<file path="src/rtl/pipearch_arb_pkg.sv">
// Purpose: shared arbitration types and the round-robin pick helper.
// Latency: n/a (types and a combinational function only).
// Backpressure: n/a.
package pipearch_arb_pkg;

  // IDs are stored at the width needed for the largest supported requester
  // count (8). This keeps the tag layout identical for every NUM_REQ.
  localparam int ARB_MAX_REQ = 8;
  localparam int ARB_IDW     = 3;

  // One in-flight read: was a read issued in this slot, and who issued it.
  typedef struct packed {
    logic               valid;
    logic [ARB_IDW-1:0] id;
  } tag_t;

  typedef struct packed {
    logic               found;
    logic [ARB_IDW-1:0] idx;
  } pick_t;

  // Returns the first asserted bit of req[n-1:0], scanning upward from ptr
  // and wrapping modulo n.
  function automatic pick_t rr_pick(input logic [ARB_MAX_REQ-1:0] req,
                                    input logic [ARB_IDW-1:0]     ptr,
                                    input int                     n);
    pick_t r;
    int    j;
    r.found = 1'b0;
    r.idx   = '0;
    for (int i = 0; i < ARB_MAX_REQ; i++) begin
      j = (int'(ptr) + i) % n;
      if (!r.found && (i < n) && req[j]) begin
        r.found = 1'b1;
        r.idx   = ARB_IDW'(j);
      end
    end
    return r;
  endfunction

endpackage

</file>
<file path="src/rtl/bram_read_arbiter_rr_arbiter.sv">
// Purpose: round-robin arbiter with bounded burst ownership (one grant per cycle).
// Latency: grant is combinational from i_req and state; state updates on the clock edge.
// Backpressure: a requester that is not granted simply waits with its request held.
//
// Ports:
//   clk, reset      clock, asynchronous active-low reset
//   i_req           per-requester request
//   o_grant         one-hot grant (zero when no request, or while reset is low)
//   o_grant_vld     a grant is issued this cycle
//   o_grant_id      index of the granted requester
module rr_arbiter
  import pipearch_arb_pkg::*;
#(
  parameter int NUM_REQ   = 3,
  parameter int MAX_BURST = 4
) (
  input  logic               clk,
  input  logic               reset,
  input  logic [NUM_REQ-1:0] i_req,
  output logic [NUM_REQ-1:0] o_grant,
  output logic               o_grant_vld,
  output logic [ARB_IDW-1:0] o_grant_id
);

  localparam int            BW        = $clog2(MAX_BURST + 1);
  localparam logic [BW-1:0] BURST_MAX = BW'(MAX_BURST);

  logic               r_owner_vld;
  logic [ARB_IDW-1:0] r_owner_id;
  logic [BW-1:0]      r_burst_cnt;
  logic [ARB_IDW-1:0] r_rr_ptr;

  logic [NUM_REQ-1:0]     w_owner_oh;
  logic [NUM_REQ-1:0]     w_others;
  logic [NUM_REQ-1:0]     w_mask;
  logic [ARB_MAX_REQ-1:0] w_mask_ext;
  logic                   w_owner_req;
  logic                   w_limit;
  logic                   w_keep;
  pick_t                  w_pick;
  logic                   w_win_vld;
  logic [ARB_IDW-1:0]     w_win_id;
  logic [ARB_IDW-1:0]     w_ptr_nxt;

  always_comb begin
    w_owner_oh = '0;
    for (int i = 0; i < NUM_REQ; i++) begin
      if (r_owner_id == ARB_IDW'(i)) w_owner_oh[i] = 1'b1;
    end
  end

  assign w_owner_req = r_owner_vld & (|(i_req & w_owner_oh));
  assign w_others    = i_req & ~w_owner_oh;
  assign w_limit     = (r_burst_cnt >= BURST_MAX);
  // The owner keeps the port until its burst is used up, or indefinitely if
  // nobody else is waiting.
  assign w_keep      = w_owner_req & (~w_limit | ~(|w_others));
  // If we get here with the owner still requesting, it hit its limit while
  // someone else waits, so it is taken out of the scan.
  assign w_mask      = w_owner_req ? w_others : i_req;

  always_comb begin
    w_mask_ext                = '0;
    w_mask_ext[NUM_REQ-1:0]   = w_mask;
  end

  assign w_pick    = rr_pick(w_mask_ext, r_rr_ptr, NUM_REQ);
  assign w_win_vld = reset & (w_keep | w_pick.found);
  assign w_win_id  = w_keep ? r_owner_id : w_pick.idx;
  assign w_ptr_nxt = (w_pick.idx == ARB_IDW'(NUM_REQ - 1)) ? '0
                                                            : w_pick.idx + ARB_IDW'(1);

  always_comb begin
    o_grant = '0;
    for (int i = 0; i < NUM_REQ; i++) begin
      if (w_win_vld && (w_win_id == ARB_IDW'(i))) o_grant[i] = 1'b1;
    end
  end

  assign o_grant_vld = w_win_vld;
  assign o_grant_id  = w_win_id;

  always_ff @(posedge clk or negedge reset) begin
    if (!reset) begin
      r_owner_vld <= 1'b0;
      r_owner_id  <= '0;
      r_burst_cnt <= '0;
      r_rr_ptr    <= '0;
    end else if (w_keep) begin
      if (!w_limit) r_burst_cnt <= r_burst_cnt + BW'(1);
    end else if (w_pick.found) begin
      r_owner_vld <= 1'b1;
      r_owner_id  <= w_pick.idx;
      r_burst_cnt <= BW'(1);
      r_rr_ptr    <= w_ptr_nxt;
    end else begin
      r_owner_vld <= 1'b0;
    end
  end

endmodule

</file>
<file path="src/rtl/bram_read_arbiter.sv">
// Purpose: shares one BRAM read port among NUM_REQ requesters and routes each response back to its issuer.
// Latency: accept at t -> bram_re at t+1 -> resp_rvalid at t+1+READ_LATENCY.
// Backpressure: req_ready is the grant; an ungranted request waits, and responses cannot be stalled.
//
// Ports:
//   clk, reset               clock, asynchronous active-low reset
//   req_re / req_raddr       per-requester read request and address (slice i = requester i)
//   req_ready                one-hot grant; accept = req_re[i] & req_ready[i]
//   resp_rvalid / resp_rdata one-hot response valid and shared response data
//   bram_re / bram_raddr     registered BRAM read command
//   bram_rvalid / bram_rdata BRAM read return
//   err_lost                 sticky: an expected response did not arrive
module bram_read_arbiter
  import pipearch_arb_pkg::*;
#(
  parameter int NUM_REQ      = 3,
  parameter int WIDTH        = 512,
  parameter int LOG2_DEPTH   = 9,
  parameter int READ_LATENCY = 1,
  parameter int MAX_BURST    = 4
) (
  input  logic                          clk,
  input  logic                          reset,
  input  logic [NUM_REQ-1:0]            req_re,
  input  logic [NUM_REQ*LOG2_DEPTH-1:0] req_raddr,
  output logic [NUM_REQ-1:0]            req_ready,
  output logic [NUM_REQ-1:0]            resp_rvalid,
  output logic [WIDTH-1:0]              resp_rdata,
  output logic                          bram_re,
  output logic [LOG2_DEPTH-1:0]         bram_raddr,
  input  logic                          bram_rvalid,
  input  logic [WIDTH-1:0]              bram_rdata,
  output logic                          err_lost
);

  logic                  w_grant_vld;
  logic [ARB_IDW-1:0]    w_grant_id;
  logic [LOG2_DEPTH-1:0] w_win_addr;
  tag_t                  w_head;

  logic                  r_bram_re;
  logic [LOG2_DEPTH-1:0] r_bram_raddr;
  logic                  r_err_lost;
  // Slot 0 lines up with bram_re; slot READ_LATENCY lines up with bram_rvalid.
  tag_t                  r_tag [READ_LATENCY+1];

  rr_arbiter #(
    .NUM_REQ   (NUM_REQ),
    .MAX_BURST (MAX_BURST)
  ) u_arb (
    .clk         (clk),
    .reset       (reset),
    .i_req       (req_re),
    .o_grant     (req_ready),
    .o_grant_vld (w_grant_vld),
    .o_grant_id  (w_grant_id)
  );

  always_comb begin
    w_win_addr = '0;
    for (int i = 0; i < NUM_REQ; i++) begin
      if (req_ready[i]) w_win_addr = req_raddr[i*LOG2_DEPTH +: LOG2_DEPTH];
    end
  end

  // The address only matters at accept; it holds otherwise.
  always_ff @(posedge clk or negedge reset) begin
    if (!reset) begin
      r_bram_re    <= 1'b0;
      r_bram_raddr <= '0;
    end else begin
      r_bram_re <= w_grant_vld;
      if (w_grant_vld) r_bram_raddr <= w_win_addr;
    end
  end

  // Clearing the tags on reset discards in-flight reads, so their late
  // bram_rvalid finds no valid head and is dropped.
  always_ff @(posedge clk or negedge reset) begin
    if (!reset) begin
      for (int k = 0; k <= READ_LATENCY; k++) r_tag[k] <= '0;
    end else begin
      r_tag[0].valid <= w_grant_vld;
      r_tag[0].id    <= w_grant_id;
      for (int k = 1; k <= READ_LATENCY; k++) r_tag[k] <= r_tag[k-1];
    end
  end

  assign w_head = r_tag[READ_LATENCY];

  always_comb begin
    resp_rvalid = '0;
    for (int i = 0; i < NUM_REQ; i++) begin
      resp_rvalid[i] = reset & bram_rvalid & w_head.valid & (w_head.id == ARB_IDW'(i));
    end
  end

  always_ff @(posedge clk or negedge reset) begin
    if (!reset) r_err_lost <= 1'b0;
    else        r_err_lost <= r_err_lost | (w_head.valid & ~bram_rvalid);
  end

  assign resp_rdata = bram_rdata;
  assign bram_re    = r_bram_re;
  assign bram_raddr = r_bram_raddr;
  assign err_lost   = r_err_lost;

endmodule

</file>
<file path="config.mk">
export PLATFORM = sky130hd
export DESIGN_NAME = bram_read_arbiter
export DESIGN_NICKNAME = d
export VERILOG_FILES = /design/src/rtl/pipearch_arb_pkg.sv /design/src/rtl/bram_read_arbiter_rr_arbiter.sv /design/src/rtl/bram_read_arbiter.sv
export SDC_FILE = /design/constraint.sdc
export NUM_CORES = 1
export LEC_CHECK = 0
export ABC_AREA = 1
export ABC_CLOCK_PERIOD_IN_PS = 4400
export CAP_MARGIN = 20
export CORE_AREA = 5 5 413 415
export DETAILED_ROUTE_END_ITERATION = 8
export DIE_AREA = 0 0 418 420
export DONT_BUFFER_PORTS = 1
export PLACE_DENSITY_LB_ADDON = 0.15
export SLEW_MARGIN = 0
export SYNTH_ARGS = -nofsm -noshare
export SYNTH_HDL_FRONTEND = slang
export SYNTH_SLANG_ARGS = --single-unit
</file>
<file path="constraint.sdc">
create_clock -name clk -period 4.4 [get_ports clk]
set_input_delay 0.44 -clock clk [delete_from_list [all_inputs] [get_ports clk]]
set_output_delay 0.44 -clock clk [all_outputs]
set_load 0.02 [all_outputs]
</file>
-- Yosys cells after proc, flatten, opt, wreduce, memory -nomap -nowiden
Cells that the tools add are included.
Widths: inputs -> output; s select.
- bitwise operators: 19
- reductions and logical operators: 15
- div/mod/pow operators: 3
- add/subtract/negate cells: 4
- muxes and demuxes: 28
- order comparisons: 4
- shift operators: 0
- $mul: 0
- eq/ne operators: 8
- operators with widths (operator ; number):
    $lt 32x5->1 const B ; 3
    $mod 32x3->32 const B ; 2
    $mod 4x3->32 const B ; 1
    $mux 9 ; 3
    $mux 3 ; 6
    $mux 1 ; 13
    $eq 3x2->1 const B ; 4
    $mux 4 ; 3
    $and 1x1->1 ; 9
    $bmux 1 s3 ; 3
    $eq 3x1->1 const B ; 3
    $logic_not 3->1 ; 3
    $add 3x1->3 const B ; 2
    $and 3x3->3 ; 2
    $reduce_or 3->1 ; 2
    $logic_and 1x1->1 ; 5
    $add 3x1->4 const B ; 1
    $add 3x2->4 const B ; 1
    $not 1->1 ; 4
    $reduce_and 2->1 ; 2
    $ge 3x3->1 const B ; 1
    $not 3->3 ; 1
    $or 1x1->1 ; 3
    $logic_not 1->1 ; 2
    other kinds (2) ; 2
- memory bits (read-only): 0
- output and inout port bits: 529
- memories: 0
- RAM bits: 0
- word-level logic and storage cells: 91
- flip-flop bits (word level): 28
- input port bits: 545
- latch bits: 0

-- Longest topological paths before layout
Gate-level depths: netlist of run 1.
- word-level depth: 23
- depth in mapped cells: 26

-- Cells and area by module
From an unflattened synthesis of run 1, not the netlist that was laid out.
- cell total of the unflattened synthesis: 833
- area total of the unflattened synthesis: 6132.1 um^2
- modules (own cells, without submodules) (module ; instances ; cells an instance ; area an instance (um^2)):
    bram_read_arbiter ; 1 ; 618 ; 4702.0
    rr_arbiter ; 1 ; 215 ; 1430.1

-- Worst setup path after synthesis of run 1
Ideal clock, no wire load.
- kind: register -> output
- start point: reg u_arb.r_rr_ptr[0]
- end point: out req_ready[0]
- arrival time: 3.249 ns
- slack: 0.711 ns
- cell stages (with the launch flop): 21
- cells stage by stage: dfrtp_1 > buf_4 > inv_1 > ha_1 > ha_1 > ha_1 > inv_1 > nand3_2 > nand2_1 > nand2_1 > ha_1 > inv_1 > nand3_4 > nand2_2 > nand3_2 > a21oi_4 > nand2_4 > nand4_2 > nand2_4 > buf_2 > nor3_2
- cells in the longest elaborated chain, start to end: 15
- elaborated cells on any way between the ends: 27
- ends and longest elaborated chain (element ; line ; text):
    start, declared ; bram_read_arbiter_rr_arbiter.sv:31 ; logic [ARB_IDW-1:0] r_rr_ptr;
    start signal, assigned ; bram_read_arbiter_rr_arbiter.sv:95 ; r_rr_ptr <= w_ptr_nxt;
    parallel branches: the longest is 10 deep, another holds $mod 32x3->32 ; n/a ;
    $mux 4 (*) ; pipearch_arb_pkg.sv:33 ; if (!r.found && (i < n) && req[j]) begin
    $mux 3 or $or 1x1->1 (tied branches) ; bram_read_arbiter_rr_arbiter.sv:69, bram_read_arbiter_rr_arbiter.sv:68 ;
    $logic_not 3->1 or $and 1x1->1 (tied branches) ; bram_read_arbiter_rr_arbiter.sv:76, bram_read_arbiter_rr_arbiter.sv:68 ;
    $logic_and 1x1->1 (*) ; bram_read_arbiter_rr_arbiter.sv:76 ; if (w_win_vld && (w_win_id == ARB_IDW'(i))) o_grant[i] = 1'b1;
    $mux 1 (*) ; bram_read_arbiter_rr_arbiter.sv:76 ;
    end, declared ; bram_read_arbiter.sv:26 ; output logic [NUM_REQ-1:0] req_ready,
Mark *: on every way between the ends. The select of a mux whose other input is x is not followed.

-- Final worst setup path of run 1
- start point: reg u_arb.r_rr_ptr[1]
- end point: out req_ready[0]
- cells in the longest elaborated chain, start to end: 15
- elaborated cells on any way between the ends: 27
- ends and longest elaborated chain (element ; line ; text):
    parallel branches: the longest is 10 deep, another holds $mod 32x3->32 ; n/a ;
    $mux 4 (*) ; pipearch_arb_pkg.sv:33 ;
    $mux 3 (*) ; bram_read_arbiter_rr_arbiter.sv:69 ; assign w_win_id = w_keep ? r_owner_id : w_pick.idx;
    via u_arb.o_grant_id[0] ; bram_read_arbiter_rr_arbiter.sv:22 ; output logic [ARB_IDW-1:0] o_grant_id
    $logic_not 3->1 (*) ; bram_read_arbiter_rr_arbiter.sv:76 ;
    $logic_and 1x1->1 (*) ; bram_read_arbiter_rr_arbiter.sv:76 ;
    $mux 1 (*) ; bram_read_arbiter_rr_arbiter.sv:76 ;
Mark *: on every way through the listed nets, which the timed path passes. The select of a mux whose other input is x is not followed.

==> results of run 1 <==
## where the power goes
group	switching (mW)	internal (mW)
combinational	2.07	0.915
sequential	0.169	0.386
clock	0.126	0.183
total	2.37	1.48
## path summary, 6_finish.rpt
check | from | to | slack [ps] | cells past startpoint
min reg2reg | r_tag[4] | r_tag[0] | 360 | 0
max in group asynchronous | reset | bram_raddr[5] | 3560 | 2
min in group asynchronous | reset | bram_raddr[2] | 600 | 2
max reg2reg | u_arb.r_rr_ptr[2] | u_arb.r_owner_id[1] | 860 | 22
min | bram_rvalid | err_lost | 220 | 1
max | u_arb.r_rr_ptr[1] | req_ready[0] | 270 | 24
## synth_stat cells, types with 4 or more instances
library cell	count
nor2_1	12
nand4_1	43
o21ai_0	4
inv_1	33
xor2_1	5
nand2_4	7
nand2_1	48
buf_4	513
dfrtp_1	28
nand4_2	4
o21ai_1	5
nand2_2	10
ha_1	18
nand3_1	18
inv_2	7
## area by class of cell
class / count / area share
clock inverter: 1 / 0.00566
multi-input combinational: 202 / 0.268
clock buffer: 3 / 0.0141
tap: 2204 / 0.519
timing repair buffer: 18 / 0.0297
sequential: 28 / 0.132
inverter: 41 / 0.0309
## sequential cells by signal (all words and copies together), names as in the netlist
signal,count
err_lost,1
u_arb.r_owner_id,3
u_arb.r_owner_vld,1
bram_raddr,9
u_arb.r_rr_ptr,3
r_tag,8
u_arb.r_burst_cnt,3
## per-layer routing
layer,up-vias,GRT usage,wire (µm)
met5,-,0.0119,235
li1,977,-,-
met3,215,0.0316,6560
met1,1201,0.0245,7890
met2,485,0.0399,11400
met4,8,0.0342,3000
## metrics by stage
step	power [mW]	utilization
3_5_place_dp	3.42	0.0301
6_report	3.85	0.0319
2_1_floorplan	3.03	-
5_1_grt	4.26	0.0319
4_1_cts	3.84	0.0311
3_3_place_gp	3.41	0.0301
## cells by family after synthesis
logic type | Yosys count | synth area share
AND/OR/NAND/NOR | 156 | 0.149
adder cells (fa/ha/maj) | 18 | 0.0369
buffers and inverters | 560 | 0.667
AO/OA/AOI/OAI | 22 | 0.0240
XOR/XNOR | 5 | 0.00717
flip-flops | 28 | 0.115
other | 1 | 0.000614
## worst max-delay path, cell delays in order (launching register included)
cell and delay, ps:
dfrtp_2 480, ha_2 210, inv_1 80, nand2_4 60
nand3_2 70, inv_1 50, ha_1 210, ha_2 190
inv_2 70, nand3_2 110, nand2_1 80, nand2_1 90
ha_1 200, inv_2 110, nand3_4 100, nand2_2 90
nand3_2 80, a21oi_4 230, nand2_4 110, nand4_4 90
nand3_4 110, nand2_8 130, inv_1 90, nor3_2 180
buf_4 170
## timing repair
action	4_1_cts	5_1_grt
resized for setup	5	15
buffers inserted	0	8
hold endpoints to repair	28	0
pin swaps	0	7
hold buffers	2	0
cloned	0	0
endpoints found under the setup margin	3	3
==> metrics.md, run 1 <==
| Metric | Value |
|---|---|
| Status | finished, final reports clean |
| First-pass GRT wire length | 35300 µm |
| Layout cells sized above 1 | 0.253 |
| Core ar. | 166000 µm² |
| # DRC | 0 |
| Biggest area consumer among synthesized cells | buf_4 |
| Area of the multi-input gates | 1420 µm² |
| # setup viols final | 0 |
| Register area share after synthesis | 0.115 |
| Post-Syn Nets | 1353 |
| Seq cells post-synth | 28 |
| # diodes | 0 |
| Fin Setup TNS | 0 ps |
| Relative slew slack | 0.367 |
| Clk_skew | 7.26 ps |
| PD cells | 725 nW/µm² |
| Vias per inst | 1.16 |
| Worst Path Required | 3960 ps |
| Die Span X | 418 µm |
| First drt pass iteration count | 4 |
| Post-Syn Area per Cell | 7.73 µm² |
| Pre-CTS WS | 193 ps |
| Deepest clock path buffer count | 2 |
| Area grow syn2layout | -13.0% |
| Asr flop ratio synth | 1.00 |
| Final WL | 29100 µm |
| Startpoint types | flip-flop |
| Reg area | 702 µm² |
| RSZ-0062 raised after global routing | no |
| Top-area cell type share of the netlist area | 0.631 |
| Routed Antenna Nets | 0 |
| Initial Util | 0.0367 |
| Largest net degree at the start of global routing | 29 |
| MaxCap Viol Count | 0 |
| Worst path arrival time | 3690 ps |
| Cells after Synth | 790 |
| Clock latency on the worst-skew pair | 300 ps |
| Cell total after placement | 2483 |
| Final Hold Vio Count | 0 |
| DR WL/cell | 11.7 µm |
| Layout fillers | 19900 |
| Fin crit share | 0.938 |
| CTS buffer count | 3 |
| Die area | 176000 µm² |
| GRT overflow | 0 |
| DP Area | 5010 µm² |
| Hold WC Path Type | primary input to flip-flop |
| Initial antenna violation count | 0 |
| GRT Total Usage | 0.0312 |
| Tmin final | 4130 ps |
| Post-synthesis cell type count | 38 |
| Post-Syn Area | 6110 µm² |
| DR iter-0 viols | 111 |
| Post-Layout Cell Count | 2497 |
| Ranking of synthesized cells by area | buf_4, dfrtp_1, nand4_1, ha_1, nand2_1 |
| Vias in the first global route | 3118 |
| VDD IR-drop max | 0.402 mV |
| Fmax | 0.242 GHz |
| Most frequent cells in the layout | nand2_1, nand4_1, inv_1 |
| Die span in y | 420 µm |
| Worst Path Max Fanout | 6 |
| EDFF count, synth | 0 |
| Clk slew on worst S/H paths | 90 ps |
| Htree depth | 1 |
| Dpl hpwl | 24400 µm |
| Worst hold margin | 224 ps |
| Via count | 2886 |
| Final slew viol count | 0 |
| Ports | 1074 |
| Post-route worst setup slack | 271 ps |
| Top_reg_cell synth | dfrtp_1 |
| Most common cell after layout, fill and taps aside | nand2_1 |
| Root Buffer | clkbuf_16 |
| Nets | 857 |
| Worst slew pin tran | 941 ps |
| Final instance area | 5310 µm² |
| Crit end category | primary output |
| CTS tree | yes |
| CP Class | flip-flop to primary output |
| Final GP Congestion | 0.620 |
| CTS Sinks | 28 |
| # rows | 150 |
| Leakage | 1.24 nW |
| Yosys warning count | 0 |
| IO buf count | 0 |
Note: power is estimated with default switching activity, not from simulation.
==> inputs of run 2 (changes only) <==
Settings changed: CAP_MARGIN 20 to unset, CTS_CLUSTER_SIZE set to 28, GPL_TIMING_DRIVEN set to 0.
==> run 2 against run 1 <==
Against the previous run:
- core utilization is 2.4 points higher
- combinational power is 43% higher
- setup slack worse by 23 ps
- non-clock buffer count is 524 higher
- global-route usage is 0.63 points higher
- worst hold slack hardly changed
- critical path depth is 4 lower
- largest cell class is now buffers
- highest routed layer unchanged
==> metrics.md, run 2 (same netlist as run 1, synthesis figures left out) <==
| Metric | Value |
|---|---|
| Final slew viol count | 0 (unchanged) |
| # DRC | 0 (unchanged) |
| Post-route worst setup slack | 248 ps (-23.2 ps) |
| Relative slew slack | 0.312 (-0.0553) |
| Leakage | 3.77 nW (+200%) |
| Most common cell after layout, fill and taps aside | buf_4 |
| R2r setup slk | 570 ps (-290 ps) |
| Fmax | 0.241 GHz (-0.56%) |
| Worst Path Required | 3960 ps (about the same) |
| Largest net degree at the start of global routing | 29 (unchanged) |
| Routed Antenna Nets | 0 (unchanged) |
| Status | finished, final reports clean |
| Worst slew pin tran | 1020 ps (+82.2 ps) |
| Post-Layout Cell Count | 3022 (+21%) |
| DR WL/cell | 12.8 µm (+10%) |
| Vias per inst | 1.60 (+38%) |
| Most frequent cells in the layout | buf_4, nand2_1, nand4_1 |
| Worst r2r dst | bram_raddr[5] |
| # rows | 150 (unchanged) |
| Die Span X | 418 µm (unchanged) |
| Initial antenna violation count | 4 (+4) |
| Htree depth | 1 (unchanged) |
| DR iter-0 viols | 176 (+59%) |
| Worst Hold Launch | bram_rvalid |
| Die area | 176000 µm² (unchanged) |
| CTS buffer count | 3 (unchanged) |
| Cell total after placement | 2994 (+21%) |
| Root Buffer | clkbuf_16 |
| Final GP Congestion | 0.943 (+52%) |
| First-pass GRT wire length | 45500 µm (+29%) |
| CP delay by family, top | simple AND/OR/NAND/NOR gates |
| Deepest clock path buffer count | 2 (unchanged) |
| Worst R2R Start | u_arb.r_rr_ptr[1] |
| Nets | 1381 (+61%) |
| Hold WC Path Type | primary input to flip-flop |
| Worst path slowest cell | dfrtp_2 |
| Max reg flops | 9 (unchanged) |
| VDD IR-drop max | 0.597 mV (+49%) |
| Initial Util | 0.0367 (unchanged) |
| Die span in y | 420 µm (unchanged) |
| Final Hold Vio Count | 0 (unchanged) |
| Slowest Stage Delay on Critical Path | 460 ps (-20 ps) |
| Layout cells sized above 1 | 0.742 (+0.489) |
| Crit end category | primary output |
| Clk_skew | 13.0 ps (+5.77 ps) |
| Tmin final | 4150 ps (+23.2 ps) |
| GRT overflow | 0 (unchanged) |
| Clk slew on worst S/H paths | 90 ps (about the same) |
| MaxCap Viol Count | 0 (unchanged) |
| Core ar. | 166000 µm² (unchanged) |
| Worst path arrival time | 3710 ps (+20 ps) |
| Via count | 4837 (+68%) |
| Worst R2R Path Depth | 23 (+4.5%) |
| Vias in the first global route | 4903 (+57%) |
| Buf/Inv on CP | 4 (-2) |
| Area grow syn2layout | 52.7% |
| Hold EP | err_lost |
| Final WL | 38800 µm (+33%) |
| Fin crit share | 0.944 (+0.00527) |
| CTS Sinks | 28 (unchanged) |
| PD cells | 554 nW/µm² (-24%) |
| First drt pass iteration count | 4 (unchanged) |
| CTS tree | yes |
| # setup viols final | 0 (unchanged) |
| Most used cell, CP | nand2_1 |
| Ports | 1074 (unchanged) |
| Pre-CTS WS | -112 ps (-305 ps) |
| Worst-path cell chain | clkinvlp_4, buf_4, ha_1, nor2_1, nand2_1, xor2_2, ha_1, inv_1, a31oi_1, nand2_1, nand2_2, nand2_1, nand2_1, nand3_2, a21oi_4, nand4_4, nand3_4, nand2_4, buf_12, nor2_4 |
| IO buf count | 0 (unchanged) |
| Worst Path Max Fanout | 7 (+1) |
| Dpl hpwl | 35400 µm (+45%) |
| Startpoint types | flip-flop |
| Clock latency on the worst-skew pair | 300 ps (about the same) |
| Hold path cells | 1 (unchanged) |
| GRT Total Usage | 0.0375 (+0.00627) |
| CP Class | flip-flop to primary output |
==> run 2: cell types whose count changed in the layout (fill, tap and decap cells not counted), moves of 2 or more <==
cell	change
buf_4	+516
dfrtp_2	+2
nand2_1	-2
nand2_4	+3
ha_1	-2
nor2_4	+2
buf_6	+3
buf_12	+4
dfrtp_1	-2
nand2_8	-2
==> run 2: metal layers <==
metal	track usage	up-vias	share of wire
li1	-	2031	-
met2	0.0701	453	0.54
met5	0	-	0.00062
met3	0.00739	29	0.069
met4	0.0179	4	0.036
met1	0.0403	2320	0.35
==> run 2: cell type report <==
type	count	area, µm²
clock inverter	1	30.0
buffer	518	3930
multi-input combinational	202	1450
clock buffer	3	75.1
timing repair buffer	24	211
inverter	41	165
sequential	28	704
antenna	1	2.50
fill	19700	157000
tap	2204	2760
==> run 2: worst max path at each step <==
stage,startpoint,end,slack (ps),cells past startpoint
4_1_cts,u_arb.r_rr_ptr[1],req_ready[0],20,22
5_1_grt,u_arb.r_rr_ptr[1],req_ready[1],-6,22
6_report,u_arb.r_rr_ptr[1],req_ready[2],250,20
3_5_place_dp,u_arb.r_rr_ptr[0],req_ready[0],-110,20
2_1_floorplan,u_arb.r_rr_ptr[0],req_ready[0],710,20
3_3_place_gp,u_arb.r_rr_ptr[1],req_ready[0],-110,21
==> run 2: metrics by stage <==
step / area, µm² / utilization / setup TNS, ps / power [mW] / hold slack, ps
2_1_floorplan: 6110 / - / 0 / 3.03 / 144
4_1_cts: 9090 / 0.0547 / 0 / 4.98 / 206
3_5_place_dp: 8860 / 0.0533 / -319 / 4.29 / 149
3_3_place_gp: 8860 / 0.0533 / -317 / 4.33 / 149
5_1_grt: 9320 / 0.0561 / -10.2 / 5.54 / 227
6_report: 9320 / 0.0561 / 0 / 5.16 / 225
==> run 2: what timing repair did <==
item	4_1_cts	5_1_grt
setup endpoints to repair	3	3
endpoints found under the hold margin	28	0
pin swaps	2	16
hold buffers	2	0
buffers inserted	7	15
resized for setup	14	21
==> run 2: worst reg2reg max path, stage by stage (launching register included) <==
cell,delay (ps)
dfrtp_2,460
clkinvlp_4,150
buf_4,160
ha_1,260
nor2_1,130
nand2_1,120
xor2_2,210
ha_1,160
inv_1,50
a31oi_1,150
nand2_1,130
nand2_2,110
nand2_1,50
nand2_1,140
nand3_2,110
a21oi_4,230
inv_1,90
nand4_2,160
nand2_8,120
buf_4,180
inv_8,110
buf_6,220
nand4_1,160
nand4_1,100
==> run 2: power breakdown <==
group | internal, mW | switching (mW)
Sequential | 0.387 | 0.181
Clock | 0.183 | 0.124
Combinational | 1.49 | 2.80
